## config.mk

```make
export PLATFORM = sky130hd
export DESIGN_NAME = imem_loader
export DESIGN_NICKNAME = d
export VERILOG_FILES = /design/src/rtl/imem_loader_pkg.sv /design/src/rtl/imem_word_packer.sv /design/src/rtl/imem_loader.sv
export SDC_FILE = /design/constraint.sdc
export NUM_CORES = 1
export LEC_CHECK = 0
export CORE_AREA = 5 5 117 119
export CTS_CLUSTER_SIZE = 24
export DETAILED_ROUTE_END_ITERATION = 16
export DIE_AREA = 0 0 122 124
export HOLD_SLACK_MARGIN = 0.06
export PLACE_DENSITY = 0.75
export SKIP_LAST_GASP = 1
export SYNTH_ARGS = -nofsm -noshare
export SYNTH_HDL_FRONTEND = slang
export SYNTH_SLANG_ARGS = --single-unit
```

## constraint.sdc

```tcl
create_clock -name clk -period 2.16 [get_ports clk]
set_input_delay 0.432 -clock clk [delete_from_list [all_inputs] [get_ports clk]]
set_output_delay 0.432 -clock clk [all_outputs]
set_load 0.05 [all_outputs]
```

## src/rtl/imem_loader_pkg.sv

```systemverilog
// Shared constants for the instruction-memory loader: FSM state codes and stream framing sizes.
package imem_loader_pkg;

  localparam logic [2:0] S_IDLE   = 3'd0;
  localparam logic [2:0] S_LEN_LO = 3'd1;
  localparam logic [2:0] S_LEN_HI = 3'd2;
  localparam logic [2:0] S_DATA   = 3'd3;
  localparam logic [2:0] S_WRITE  = 3'd4;
  localparam logic [2:0] S_DONE   = 3'd5;

  localparam int BYTES_PER_WORD = 4;
  localparam int LEN_BYTES      = 2;

endpackage

```

## src/rtl/imem_word_packer.sv

```systemverilog
// Assembles four stream bytes into one little-endian 32-bit word.
module imem_word_packer
  import imem_loader_pkg::*;
(
  input  logic        clk,
  input  logic        reset,
  input  logic        clear,
  input  logic        byte_en,
  input  logic [7:0]  byte_in,
  output logic [31:0] word_out,
  output logic        word_full
);

  logic [1:0]  cnt_q, cnt_d;
  logic [31:0] word_q, word_d;

  always_comb begin
    cnt_d  = cnt_q;
    word_d = word_q;
    if (clear) begin
      cnt_d = 2'd0;
    end else if (byte_en) begin
      word_d[8*cnt_q +: 8] = byte_in;
      cnt_d                = cnt_q + 2'd1;
    end
  end

  // The counter wraps to 0 on the fourth byte, ready for the next word.
  assign word_full = byte_en && !clear && (cnt_q == 2'(BYTES_PER_WORD - 1));
  assign word_out  = word_q;

  always_ff @(posedge clk) begin
    if (!reset) begin
      cnt_q <= 2'd0;
    end else begin
      cnt_q <= cnt_d;
    end
  end

  always_ff @(posedge clk) begin
    word_q <= word_d;
  end

endmodule

```

## src/rtl/imem_loader.sv

```systemverilog
// Fills instruction memory from a length-prefixed byte stream while holding the core in reset.
module imem_loader
  import imem_loader_pkg::*;
#(
  parameter int DEPTH_WORDS = 64,
  parameter int ADDR_W      = 64
) (
  input  logic              clk,
  input  logic              reset,
  input  logic              start,
  input  logic              in_valid,
  input  logic [7:0]        in_data,
  output logic              in_ready,
  output logic              imem_we,
  output logic [ADDR_W-1:0] imem_addr,
  output logic [31:0]       imem_wdata,
  output logic              core_hold,
  output logic              busy,
  output logic              done,
  output logic              error
);

  localparam int IDX_W = $clog2(DEPTH_WORDS + 1);

  logic [2:0]        state_q, state_d;
  logic [15:0]       count_q, count_d;
  logic [IDX_W-1:0]  idx_q, idx_d;
  logic              error_q, error_d;
  logic [ADDR_W-1:0] addr_q;
  logic [31:0]       wdata_q;

  logic              xfer;
  logic              pk_clear, pk_en, pk_full;
  logic [31:0]       pk_word;
  logic [15:0]       len_full;
  logic [15:0]       idx_next;
  logic [ADDR_W-1:0] wr_addr;

  imem_word_packer u_packer (
    .clk       (clk),
    .reset     (reset),
    .clear     (pk_clear),
    .byte_en   (pk_en),
    .byte_in   (in_data),
    .word_out  (pk_word),
    .word_full (pk_full)
  );

  // in_ready comes from state alone so it never combinationally follows in_valid.
  assign in_ready = (state_q == S_LEN_LO) || (state_q == S_LEN_HI) || (state_q == S_DATA);
  assign xfer     = in_valid && in_ready;
  assign len_full = {in_data, count_q[7:0]};
  assign idx_next = 16'(idx_q) + 16'd1;
  assign wr_addr  = ADDR_W'(idx_q) << 2;

  always_comb begin
    state_d  = state_q;
    count_d  = count_q;
    idx_d    = idx_q;
    error_d  = error_q;
    pk_clear = 1'b0;
    pk_en    = 1'b0;
    case (state_q)
      S_IDLE: begin
        if (start) begin
          state_d  = S_LEN_LO;
          error_d  = 1'b0;
          idx_d    = '0;
          pk_clear = 1'b1;
        end
      end
      S_LEN_LO: begin
        if (xfer) begin
          count_d = {8'h00, in_data};
          state_d = S_LEN_HI;
        end
      end
      S_LEN_HI: begin
        if (xfer) begin
          count_d = len_full;
          if (len_full == 16'd0) begin
            state_d = S_DONE;
          end else if (len_full > 16'(DEPTH_WORDS)) begin
            error_d = 1'b1;
            state_d = S_IDLE;
          end else begin
            state_d = S_DATA;
          end
        end
      end
      S_DATA: begin
        if (xfer) begin
          pk_en = 1'b1;
          if (pk_full) state_d = S_WRITE;
        end
      end
      S_WRITE: begin
        idx_d   = idx_q + 1'b1;
        state_d = (idx_next == count_q) ? S_DONE : S_DATA;
      end
      S_DONE:  state_d = S_IDLE;
      default: state_d = S_IDLE;
    endcase
  end

  always_ff @(posedge clk) begin
    if (!reset) begin
      state_q <= S_IDLE;
      count_q <= 16'd0;
      idx_q   <= '0;
      error_q <= 1'b0;
      addr_q  <= '0;
      wdata_q <= 32'd0;
    end else begin
      state_q <= state_d;
      count_q <= count_d;
      idx_q   <= idx_d;
      error_q <= error_d;
      if (state_q == S_WRITE) begin
        addr_q  <= wr_addr;
        wdata_q <= pk_word;
      end
    end
  end

  // Address and data show the live word during WRITE and hold it afterwards.
  assign imem_we    = (state_q == S_WRITE);
  assign imem_addr  = imem_we ? wr_addr : addr_q;
  assign imem_wdata = imem_we ? pk_word : wdata_q;
  assign busy       = (state_q != S_IDLE);
  assign core_hold  = (state_q != S_IDLE);
  assign done       = (state_q == S_DONE);
  assign error      = error_q;

endmodule

```

* After elaboration in Yosys (flattened, before gate mapping)
Cells that the tools add are included.
** Operators by class
- Magnitude comparators :: 1
- Shifts and indexed selects :: 2
- Multiplexer cells :: 26
- Equality and inequality tests :: 14
- Add/sub/neg operators :: 4
- Reductions and logical operators :: 19
- Bitwise logic cells :: 3
** Operators with widths (count)
- $mux 64 :: 1
- $neg 5->34 :: 1
- $shift 8x34->32 const A :: 1
- $shiftx 8x34->32 :: 1
- $bwmux 32 :: 1
- $mux 16 :: 2
- $mux 32 :: 1
- $pmux 16 s2 :: 1
- $mux 3 :: 7
- $eq 8x16->1 :: 1
- $gt 16x7->1 const B :: 1
- $logic_not 16->1 :: 1
- $pmux 3 s5 :: 1
- $pmux 7 s2 :: 1
- $ne 2x2->1 const B :: 6
- $reduce_and 5->1 :: 2
- $add 7x1->8 const B :: 1
- $mux 1 :: 8
- $add 7x1->7 const B :: 1
- $mux 7 :: 1
- $eq 3x2->1 const B :: 2
- $eq 3x3->1 const B :: 2
- $reduce_and 3->1 :: 2
- $reduce_bool 2->1 :: 3
- other kinds (14) :: 20
** Storage, ports and cells
- Bits in registers :: 157
- Output and inout port bits :: 102
- Bits of input ports :: 12
- Word-level logic and storage cells :: 78

* Longest topological paths before layout
Gate-level depths: netlist of run 1.
- Depth after elaboration :: 11
- Depth in mapped cells :: 8
- Gate-level depth less buffers :: 6

* Modules after synthesis
From an unflattened synthesis of run 1, not the netlist that was laid out.
** Unflattened totals
- Cells, all modules :: 692
- Area, all modules :: 6465.0 µm²
** By module, submodules not included
- imem_loader :: area an instance 5044.8 µm², times used 1, sequential area each 2462.4 µm², cells an instance 594
- imem_word_packer :: area an instance 1420.1 µm², times used 1, sequential area each 1001.0 µm², cells an instance 98

* Least setup slack after synthesis of run 1
No wires, ideal clock.
- Kind :: register to output
- Start :: register state_q[1]
- End :: output imem_wdata[1]
- Data required time :: 1.728 ns
- Buffers on the path :: 3
- Arrival time :: 1.752 ns
- Stages on the path, launching flop included :: 9
- Path slack :: -0.024 ns
- Path through :: dfxtp_1 buf_6 nor2_4 nand2_1 inv_1 buf_2 buf_2 nand2_1 nand2_1
** On the way
- Longest elaborated chain between the ends :: 2
** RTL lines
- from (decl) :: RTL line imem_loader.sv:25 : logic [2:0] state_q, state_d;
- from (signal assigned) :: RTL line imem_loader.sv:115 : state_q <= state_d;
- $eq 3x3->1 :: RTL line imem_loader.sv:127 : assign imem_we = (state_q == S_WRITE);
- named net imem_we :: RTL line imem_loader.sv:14 : output logic imem_we,
- $mux 32
- to (decl) :: RTL line imem_loader.sv:16 : output logic [31:0] imem_wdata,
The timed path passes the listed nets, and every way through them passes these cells.

==> summary.md, run 1 <==
| Metric | Value |
|---|---|
| Status | finished, final reports clean |
| Clock Tree Buf Depth | 2 |
| GRT Util Overall | 22.3% |
| Drt first pass iters | 6 |
| Worst Setup SP | state_q[0]$_SDFFE_PN0P_ |
| Leakage | a little over 4 nW |
| HPWL Detailed | about 11,000 um |
| Mapped cell area | approximately 6400 um^2 |
| Setup Crit Path Kind | register to primary output |
| CP endpoint kind | primary output |
| Drt wl/cell | 17.3 um |
| Num rows | 41 |
| CTS tree | yes |
| Number of flops mapped to enable cells by yosys | 32 |
| Achievable Freq | between 400 and 500 MHz |
| WP data arrival | approximately 1.7 ns |
| Num CTS Buffers | 17 |
| Clock share of power | approximately two fifths |
| Initial core utilization | between 50% and 60% |
| Final setup fails | 0 |
| #FFs+latches synth | 157 |
| Psw | 1.98 mW |
| DIE AREA | approximately 15,000 um^2 |
| Fin crit period | between 2 and 2.5 ns |
| Reg clk slew, reported paths | 0.06 ns |
| Tcrit/Tclk final | roughly 100% |
| CP Launch Type | register |
| Port Buffers | roughly 110 |
| Area grow syn2layout | 52.4% |
| Fillers | a little under 800 |
| Asr flop ratio synth | 0% |
| Internal power | 5.22 mW |
| Final antenna-violating net count | 0 |
| Cells after Synth | 679 |
| Final Hold Fails | 0 |
| FF-to-FF Start | u_packer.cnt_q[0]$_SDFFE_PP0N_ |
| Sequential share of power | a little over two fifths |
| Comb pwr share | roughly 17% |
| Primary FF master, synth | dfxtp_1 |
| Nets | slightly above 800 |
| Hold buffers post-CTS | 0 |
| Pwr per Cell Area | between 700 and 800 nW/um^2 |
| Via density | between 5 and 6 |
| Top-count cell post-synth | nand2_1 |
| Most area-hungry cell type in the Yosys netlist | dfxtp_1 |
| Sink Count | approximately 160 |
| Syn. warnings | 0 |
| Ant diodes | 0 |
| GPL Wtd Cong | 0.897 |
| Overflow after GRT | 0 |
| Initial drt markers | between 400 and 500 |
| Residual DRC | 0 |
| H-tree levels | 4 |
| Area of the multi-input gates | slightly below 3000 um^2 |
| Die width | ~120 um |
| Fin util | 77.9% |
| Max_cap viols | 0 |
| Worst path required time | between 1.5 and 2 ns |
| Largest net degree at the start of global routing | 42 |
| Clock Latency Late Sink | approximately 0.42 ns |
| Share of layout cells above drive strength 1 | between 30% and 40% |
| Hold wc startpoint | wdata_q[5]$_SDFF_PN0_ |
| Register area | 3470 um^2 |
| Max VDD drop | around 890 uV |
| Post-Route WL | about 17,000 um |
| HP Class | register to register |
| Slew Viols, Final | 0 |
| Initial antenna violation count | 0 |
| Post-synthesis sequential area ratio | 54.4% |
| Via count | between 5,000 and 6,000 |
| Core area | approximately 12,000 um^2 |
| Crit-path max FO | 33 |
| Vias in the first global route | 5,165 |
| Switching Share | between 20 and 30% |
| Worst-margin pin slew | roughly 0.67 ns |
| Top-area cell type share of the netlist area | 39.3% |
| Unrepaired setup endpoints after global routing | yes |
| Avg Cell Area, Syn | 9.38 um^2 |
| Total Power | 7.21 mW |
| Max_slew headroom | 55.2% |
| Worst Skew | 0.00574 ns |
| Top cells by count, synth | nand2_1, and2_1, dfxtp_1 |
| Post-synthesis cell type count | between 50 and 60 |
| Root Buffer | clkbuf_16 |
| Area contributors post-synth | dfxtp_1, edfxtp_1, and2_1 |
| IO Count | 114 |
| Die height | approximately 120 um |
| Syn nets | about 700 |
| First-pass GRT wire length | roughly 26,000 um |
[repair_timing]
item                       CTS  global route
hold endpoints to repair     0             0
gates resized for setup     15            68
gates cloned                 4             3
pin swaps                    1             5
buffers inserted             6             2
setup endpoints to repair   96           104
[per-layer routing]
| metal | global-route usage [%] | vias to the layer above | routed length (um) |
|---|---|---|---|
| met2 | 38.1 | 170 | 8710 |
| li1 | - | 2514 | - |
| met5 | 0 | - | 0 |
| met3 | 4.36 | 39 | 810 |
| met4 | 11.5 | 0 | 506 |
| met1 | 26.8 | 2496 | 7030 |
[path summary, 6_finish.rpt]
kind,endpoint,slack [ns],cells past startpoint
worst max-delay path,imem_addr[31],0.003,6
worst min-delay path,wdata_q[5]$_SDFF_PN0_,0.47,2
worst max register to register,u_packer.word_out[4]$_DFFE_PP_,0.19,4
worst min register to register,wdata_q[5]$_SDFF_PN0_,0.47,2
[critical path, stage by stage, from the launching register on]
cell and delay, ns:
dfxtp_4 0.37, nor2_4 0.12, nand2_4 0.08, buf_4 0.19, buf_16 0.18, and2_1 0.21, buf_12 0.16
[layout by cell type, fill, tap and decap left out, drive strengths merged, types with 8 or more instances in the layout]
cell type and n:
dfxtp 125, clkdlybuf4s50 11, buf 135, edfxtp 32, and3 60, inv 8
nor2b 8, nand2 135, and2 126, a22oi 9, o21ai 8, a21oi 25
clkbuf 21, nand3 10, nor2 16, clkinv 9
[cell type report]
type | count | area share (%)
multi-input cells | 468 | 29.7
inverters | 9 | 0.387
clock buffers | 18 | 4.42
well taps | 172 | 2.22
repair buffers | 150 | 26.2
flip-flops and latches | 157 | 35.7
clock inverters | 14 | 1.31
[sequential cells by signal (all words and copies together), names as in the netlist]
name               flops
wdata_q               32
idx_q                  7
u_packer.cnt_q         2
u_packer.word_out     32
addr_q                64
error                  1
state_q                3
count_q               16
[power by group through the flow]
stage | Sequential, mW | Combinational (mW) | Clock (mW)
final | 3.15 | 1.23 | 2.82
after global routing | 3.16 | 1.30 | 3.00
after CTS | 3.15 | 1.18 | 2.86
after detailed placement | 3.20 | 1.11 | 0
after global placement | 3.20 | 1.08 | 0
after floorplan | 3.18 | 0.779 | 0
[stage by stage]
| stage | hold WS [ns] | std cells | TNS (ns) | area (um^2) | worst slack (ns) |
|---|---|---|---|---|---|
| finish | 0.474 | 988 | 0 | 9710 | 0.00327 |
| global route | 0.485 | 988 | -2.53 | 9710 | -0.0590 |
| CTS | 0.477 | 983 | -0.113 | 9440 | -0.00879 |
| detailed placement | 0.459 | 942 | 0 | 8690 | 0.160 |
| global placement | 0.453 | 942 | 0 | 8690 | 0.220 |
| floorplan | 0.444 | 679 | 0 | 6390 | 0.0833 |
[kinds of logic (layout without fill, tap and decap cells)]
kind of cell	count (synthesis)	after routing	share of synthesized area, %
AOI/OAI and AO/OA	67	67	6.91
xor gates and xnor gates	10	10	1.37
adders and majority gates	6	6	1.18
buffers and inverters	54	191	3.77
DFF	157	157	54.4
and+or+nand+nor	385	385	32.4
No activity file was read; power rests on OpenSTA's default activity.
==> inputs of run 2 (changes only) <==
==> constraint.sdc (replaced) <==
create_clock -name clk -period 2.1 [get_ports clk]
set_input_delay 0.42 -clock clk [delete_from_list [all_inputs] [get_ports clk]]
set_output_delay 0.42 -clock clk [all_outputs]
set_load 0.05 [all_outputs]
==> run 2 against run 1 <==
  * The flow now finishes with violations (negative setup slack)
  * Hold slack better by 0.0016 ns
  * Sequential share of layout area is 0.81 points lower
  * Cell area is 2.3% higher
  * First-iteration DRC count up 3.3%
  * Combinational power grew 9%
  * Non-clock buffer count rose by 7
  * Utilization grew 1.8 points
  * Sequential power rose by 3%
==> summary.md, run 2 (synthesized netlist as in run 1, its figures left out) <==
| Metric | Value |
|---|---|
| First-pass GRT wire length | 27,600 um (+5.6%) |
| WP data arrival | 1.69 ns (-0.03 ns) |
| Max FFs per register | 64 (unchanged) |
| Crit-path max FO | 66 (+100%) |
| Via density | 5.38 (+1.8%) |
| Worst-margin pin slew | 0.613 ns (-0.0577 ns) |
| Max_slew headroom | 58.7% (+3.5 points) |
| HP Class | register to register |
| Total Power | 8.10 mW (+12%) |
| Worst Skew | 0.00861 ns (+0.00286 ns) |
| Most frequent cells in the layout | and2_1, dfxtp_1, buf_12 |
| Pre-CTS setup slack | 0.117 ns (-0.0424 ns) |
| Nets | 828 (+0.85%) |
| Share of layout cells above drive strength 1 | 29.0% (-1.7 points) |
| Largest net degree at the start of global routing | 67 (+60%) |
| Residual DRC | 0 (unchanged) |
| Grt met1 use | 28.3% (+1.5 points) |
| FF-to-FF Start | idx_q[0]$_SDFFE_PN0P_ |
| Setup Crit Path Kind | register to primary output |
| HPWL Detailed | 10,300 um (-1.9%) |
| DIE AREA | 15,100 um^2 (unchanged) |
| H-tree levels | 4 (unchanged) |
| Hold_ws | 0.475 ns (+0.00158 ns) |
| Met2 Usage GRT | 42.1% (+4.1 points) |
| Max_cap viols | 0 (unchanged) |
| Reg-to-Reg End | state_q[1]$_SDFFE_PN0P_ |
| Drt first pass iters | 5 (-1) |
| Sink Count | 157 (unchanged) |
| Pwr per Cell Area | 816 nW/um^2 (+9.9%) |
| Die width | 122 um (unchanged) |
| Final antenna-violating net count | 0 (unchanged) |
| GRT met3 Usage | 6.31% (+2.0 points) |
| Clock Tree Buf Depth | 2 (unchanged) |
| GPL Wtd Cong | 0.872 (-2.8%) |
| Unrepaired setup endpoints after global routing | yes |
| Clock Latency Late Sink | 0.44 ns (+0.02 ns) |
| Reg clk slew, reported paths | 0.06 ns (about the same) |
| Worst Hold Depth | 1 (-1) |
| Top Usage Layer GRT | met2 |
| Num rows | 41 (unchanged) |
| Via count | 5,349 (+2.5%) |
| CTS tree | yes |
| Tcrit/Tclk final | 100% |
| Hold worst-path end | addr_q[18]$_SDFF_PN0_ |
| Fin worst setup slack | -0.00928 ns (-0.0125 ns) |
| Commonest non-fill, non-tap cell in the layout | and2_1 |
| Fin crit period | around 2.1 ns |
| IO Count | 114 (unchanged) |
| Max VDD drop | 897 uV (+0.88%) |
| Area grow syn2layout | 55.9% |
| Port Buffers | 113 (unchanged) |
| Achievable Freq | 474 MHz |
| Die height | 124 um (unchanged) |
| Overflow after GRT | 0 (unchanged) |
| Initial antenna violation count | 0 (unchanged) |
| Final setup fails | 3 (+3) |
| Worst Reg-to-Reg Cells | 7 (+3) |
| CP Launch Type | register |
| Status | finished with violations |
| Post-Route WL | 18,300 um (+7.4%) |
| Root Buffer | clkbuf_16 |
| Num CTS Buffers | 17 (unchanged) |
| Initial drt markers | 467 (+3.3%) |
| Drt wl/cell | 18.4 um (+6.7%) |
| Setup_tns | -0.0156 ns (-0.0156 ns) |
| Ant diodes | 0 (unchanged) |
| CP endpoint kind | primary output |
| Final Hold Fails | 0 (unchanged) |
| Biggest register | addr_q |
| Cell area after layout | 9930 um^2 (+2.3%) |
| GRT Util Overall | 23.8% (+1.6 points) |
| Initial core utilization | 51.1% (unchanged) |
| Slew Viols, Final | 0 (unchanged) |
| Worst path required time | 1.68 ns (-0.05 ns) |
| Leakage | 4.26 nW (+2.7%) |
| Vias in the first global route | 5,357 (+3.7%) |
| Placed Area | 8740 um^2 (+0.52%) |
| R2R setup slack | 0.16 ns (-0.03 ns) |
| Hold wc startpoint | addr_q[18]$_SDFF_PN0_ |
| Core area | 12,500 um^2 (unchanged) |
| Failing checks | negative setup slack |
-- run 2: cell count changes in the layout (fill, tap and decap cells not counted), sizes merged --
cell      before  now
clkinv         9    5
bufinv         2    6
clkinvlp       4    2
buf          135  141
clkbuf        21   22
bufbuf         1    2
inv            8    9
-- run 2: area by class of cell --
class	instances	area (um^2)
Clock buffer	19	443
Sequential cell	157	3470
Tap cell	172	215
Clock inverter	13	235
Multi-Input combinational cell	468	2860
Fill cell	742	2530
Timing Repair Buffer	157	2670
Inverter	9	46.3
-- run 2: worst max path at each step --
| stage | start | to | slack (ns) | depth (start not counted) |
|---|---|---|---|---|
| 2_1_floorplan | state_q[1]$_SDFFE_PN0P_ | imem_wdata[1] | 0.04 | 8 |
| 3_3_place_gp | in_data[1] | state_q[2]$_SDFFE_PN0P_ | 0.18 | 6 |
| 3_5_place_dp | in_data[1] | state_q[2]$_SDFFE_PN0P_ | 0.12 | 6 |
| 4_1_cts | state_q[1]$_SDFFE_PN0P_ | imem_addr[7] | -0.02 | 7 |
| 5_1_grt | state_q[0]$_SDFFE_PN0P_ | imem_addr[59] | -0.06 | 5 |
| 6_report | state_q[0]$_SDFFE_PN0P_ | imem_addr[40] | -0.009 | 5 |
-- run 2: repair_timing --
item	CTS	global route
resized for setup	32	34
pin swaps	1	3
cloned	5	3
setup endpoints to repair	97	94
buffers inserted	3	9
hold buffers	0	0
-- run 2: power breakdown --
group	total (mW)	internal [mW]	switching, mW
Clock	3.53	2.27	1.26
Combinational	1.34	0.544	0.798
Sequential	3.23	3.15	0.0796
-- run 2: routing by layer --
metal,up-vias,share of wire [%]
met5,-,0
met4,0,1.8
met3,29,5.7
met2,194,53
met1,2593,40
li1,2533,-
-- run 2: metrics by stage --
| step | std cells | utilization, % |
|---|---|---|
| 2_1_floorplan | 679 | - |
| 3_3_place_gp | 943 | 70.1 |
| 3_5_place_dp | 943 | 70.1 |
| 4_1_cts | 983 | 77.6 |
| 5_1_grt | 995 | 79.7 |
| 6_report | 995 | 79.7 |
-- run 2: worst max-delay path: stages, from the launching register on --
cell	delay, ns
dfxtp_4	0.35
nor2_4	0.17
nand2_8	0.11
buf_16	0.20
and2_1	0.23
buf_12	0.16
==> inputs of run 3 (changes only) <==
==> constraint.sdc (replaced) <==
create_clock -name clk -period 2.1 [get_ports clk]
set_input_delay 0.42 -clock clk [delete_from_list [all_inputs] [get_ports clk]]
set_output_delay 0.42 -clock clk [all_outputs]
set_load 0.005 [all_outputs]
==> run 3 against run 2 <==
  * The flow still finishes with violations (negative setup slack)
  * Clock skew down 0.0032 ns
  * Sequential power about the same
  * Die area unchanged
  * Count of clock-buffer cells in the layout up 3
  * Worst setup slack worse by 0.11 ns
  * Maximum frequency down 4.8%
  * Critical path depth up 3
  * Combinational power down 19%
  * Via count up 2.9%
  * Critical path type unchanged
==> summary.md, run 3 (synthesized netlist as in run 1, its figures left out) <==
| Metric | Value |
|---|---|
| Num CTS Buffers | 17 (unchanged) |
| Root Buffer | clkbuf_16 |
| Fin worst setup slack | -0.116 ns (-0.107 ns) |
| H-tree levels | 4 (unchanged) |
| Worst-margin pin slew | 0.578 ns (-0.0346 ns) |
| Via density | 5.32 (-1.1%) |
| Initial core utilization | 51.1% (unchanged) |
| Tcrit/Tclk final | 106% (+5.1 points) |
| Worst Hold Depth | 2 (+1) |
| Worst Skew | 0.00541 ns (-0.00320 ns) |
| Pwr per Cell Area | 782 nW/um^2 (-4.2%) |
| Drt first pass iters | 4 (-1) |
| Met2 Usage GRT | 39.3% (-2.8 points) |
| GPL Wtd Cong | 0.877 (+0.57%) |
| Kind of cell adding the most delay to the critical path | buffers and inverters |
| CP Launch Type | register |
| IO Count | 114 (unchanged) |
| Final setup fails | 27 (+24) |
| Crit path cell chain | nor2_4 -> nand2_4 -> buf_12 -> buf_12 -> buf_4 -> buf_16 -> and2_4 -> buf_6 |
| GRT Util Overall | 22.8% (-1.1 points) |
| Most frequent cells in the layout | dfxtp_1, nand2_1, and2_1 |
| Cell area after layout | 9440 um^2 (-5.0%) |
| Nets | 868 (+4.8%) |
| Vias in the first global route | 5,351 (-0.11%) |
| Num rows | 41 (unchanged) |
| Initial drt markers | 361 (-23%) |
| Post-Route WL | 18,600 um (+1.8%) |
| Reg clk slew, reported paths | 0.06 ns (about the same) |
| Achievable Freq | 451 MHz (-4.8%) |
| GRT met3 Usage | 5.22% (-1.1 points) |
| WP data arrival | 1.80 ns (+0.11 ns) |
| Max_cap viols | 0 (unchanged) |
| Port Buffers | 113 (unchanged) |
| Initial antenna violation count | 0 (unchanged) |
| Final antenna-violating net count | 0 (unchanged) |
| Worst Path Buf+Inv | 5 (+3) |
| Die height | 124 um (unchanged) |
| DIE AREA | 15,100 um^2 (unchanged) |
| Clock Tree Buf Depth | 2 (unchanged) |
| Core area | 12,500 um^2 (unchanged) |
| Max_slew headroom | 61.1% (+2.3 points) |
| CP endpoint kind | primary output |
| Share of layout cells above drive strength 1 | 33.6% (+4.6 points) |
| Commonest non-fill, non-tap cell in the layout | dfxtp_1 |
| Worst path required time | 1.68 ns (about the same) |
| Setup Crit Path Kind | register to primary output |
| Via count | 5,502 (+2.9%) |
| Worst Reg-to-Reg Cells | 6 (-1) |
| Total Power | 7.38 mW (-8.9%) |
| Leakage | 4.70 nW (+10%) |
| HP Class | input port to register |
| First-pass GRT wire length | 26,800 um (-2.9%) |
| Fin crit period | 2.22 ns (+0.107 ns) |
| Max incr delay on CP | 0.33 ns (-0.02 ns) |
| Final Hold Fails | 0 (unchanged) |
| Max FFs per register | 64 (unchanged) |
| Status | finished with violations |
| CP max-delay cell | dfxtp_2 |
| Slew Viols, Final | 0 (unchanged) |
| Largest net degree at the start of global routing | 44 (-34%) |
| CTS tree | yes |
| Area grow syn2layout | 48.1% |
| Biggest register | addr_q |
| Die width | 122 um (unchanged) |
| Grt met1 use | 27.8% (-0.48 points) |
| Top Usage Layer GRT | met2 |
| Setup_tns | -1.13 ns (-1.12 ns) |
| Sink Count | 157 (unchanged) |
| Critical path's most frequent cell | buf_12 |
| Hold_ws | 0.458 ns (-0.0169 ns) |
| Max VDD drop | 812 uV (-9.5%) |
| Residual DRC | 0 (unchanged) |
| HPWL Detailed | 10,900 um (+4.9%) |
| Overflow after GRT | 0 (unchanged) |
| Crit-path max FO | 7 (-89%) |
| Critical Path Stages | 8 (+3) |
| Ant diodes | 0 (unchanged) |
| Placed Area | 7910 um^2 (-9.5%) |
| Drt wl/cell | 18.0 um (-2.2%) |
| Unrepaired setup endpoints after global routing | yes |
| Clock Latency Late Sink | 0.42 ns (-0.02 ns) |
| Failing checks | negative setup slack |
==> run 3: final cells by class <==
| cell class | count | area [um^2] |
|---|---|---|
| clock buffers | 22 | 497 |
| clock inverters | 10 | 101 |
| fillers | 803 | 3030 |
| inverters | 9 | 46.3 |
| multi-input cells | 468 | 3010 |
| flip-flops and latches | 157 | 3470 |
| well taps | 172 | 215 |
| repair buffers | 197 | 2100 |
==> run 3: final timing paths <==
kind                           start                       end  slack (ns)
max          state_q[0]$_SDFFE_PN0P_             imem_addr[28]       -0.12
min                            reset   state_q[0]$_SDFFE_PN0P_        0.46
max reg2reg  state_q[1]$_SDFFE_PN0P_  count_q[11]$_SDFFE_PN0P_        0.26
min reg2reg    addr_q[16]$_SDFF_PN0_     addr_q[16]$_SDFF_PN0_        0.48
==> run 3: what timing repair did <==
action,in CTS,in global routing
hold buffers,0,0
resized for setup,273,232
pin swaps,15,55
buffers inserted,16,23
gates cloned,10,2
endpoints found under the setup margin,99,101
==> run 3: per-stage QoR <==
stage | worst slack, ns | util (%) | instances
after floorplan | 0.397 | - | 679
after global placement | 0.124 | 63.4 | 960
after detailed placement | 0.0962 | 63.4 | 960
after CTS | -0.228 | 71.9 | 1017
after global routing | -0.162 | 75.7 | 1035
final | -0.116 | 75.7 | 1035
==> run 3: report_power, final <==
part	leakage (nW)	switching, mW	internal, mW
Sequential	1.32	0.0775	3.15
Clock	0.292	1.24	1.82
Combinational	3.08	0.564	0.524
==> run 3: layer usage <==
metal / wire [um] / share of wire (%) / vias up
met5: 0 / 0 / -
li1: - / - / 2610
met4: 288 / 1.5 / 0
met3: 794 / 4.3 / 24
met2: 9970 / 53 / 143
met1: 7590 / 41 / 2725
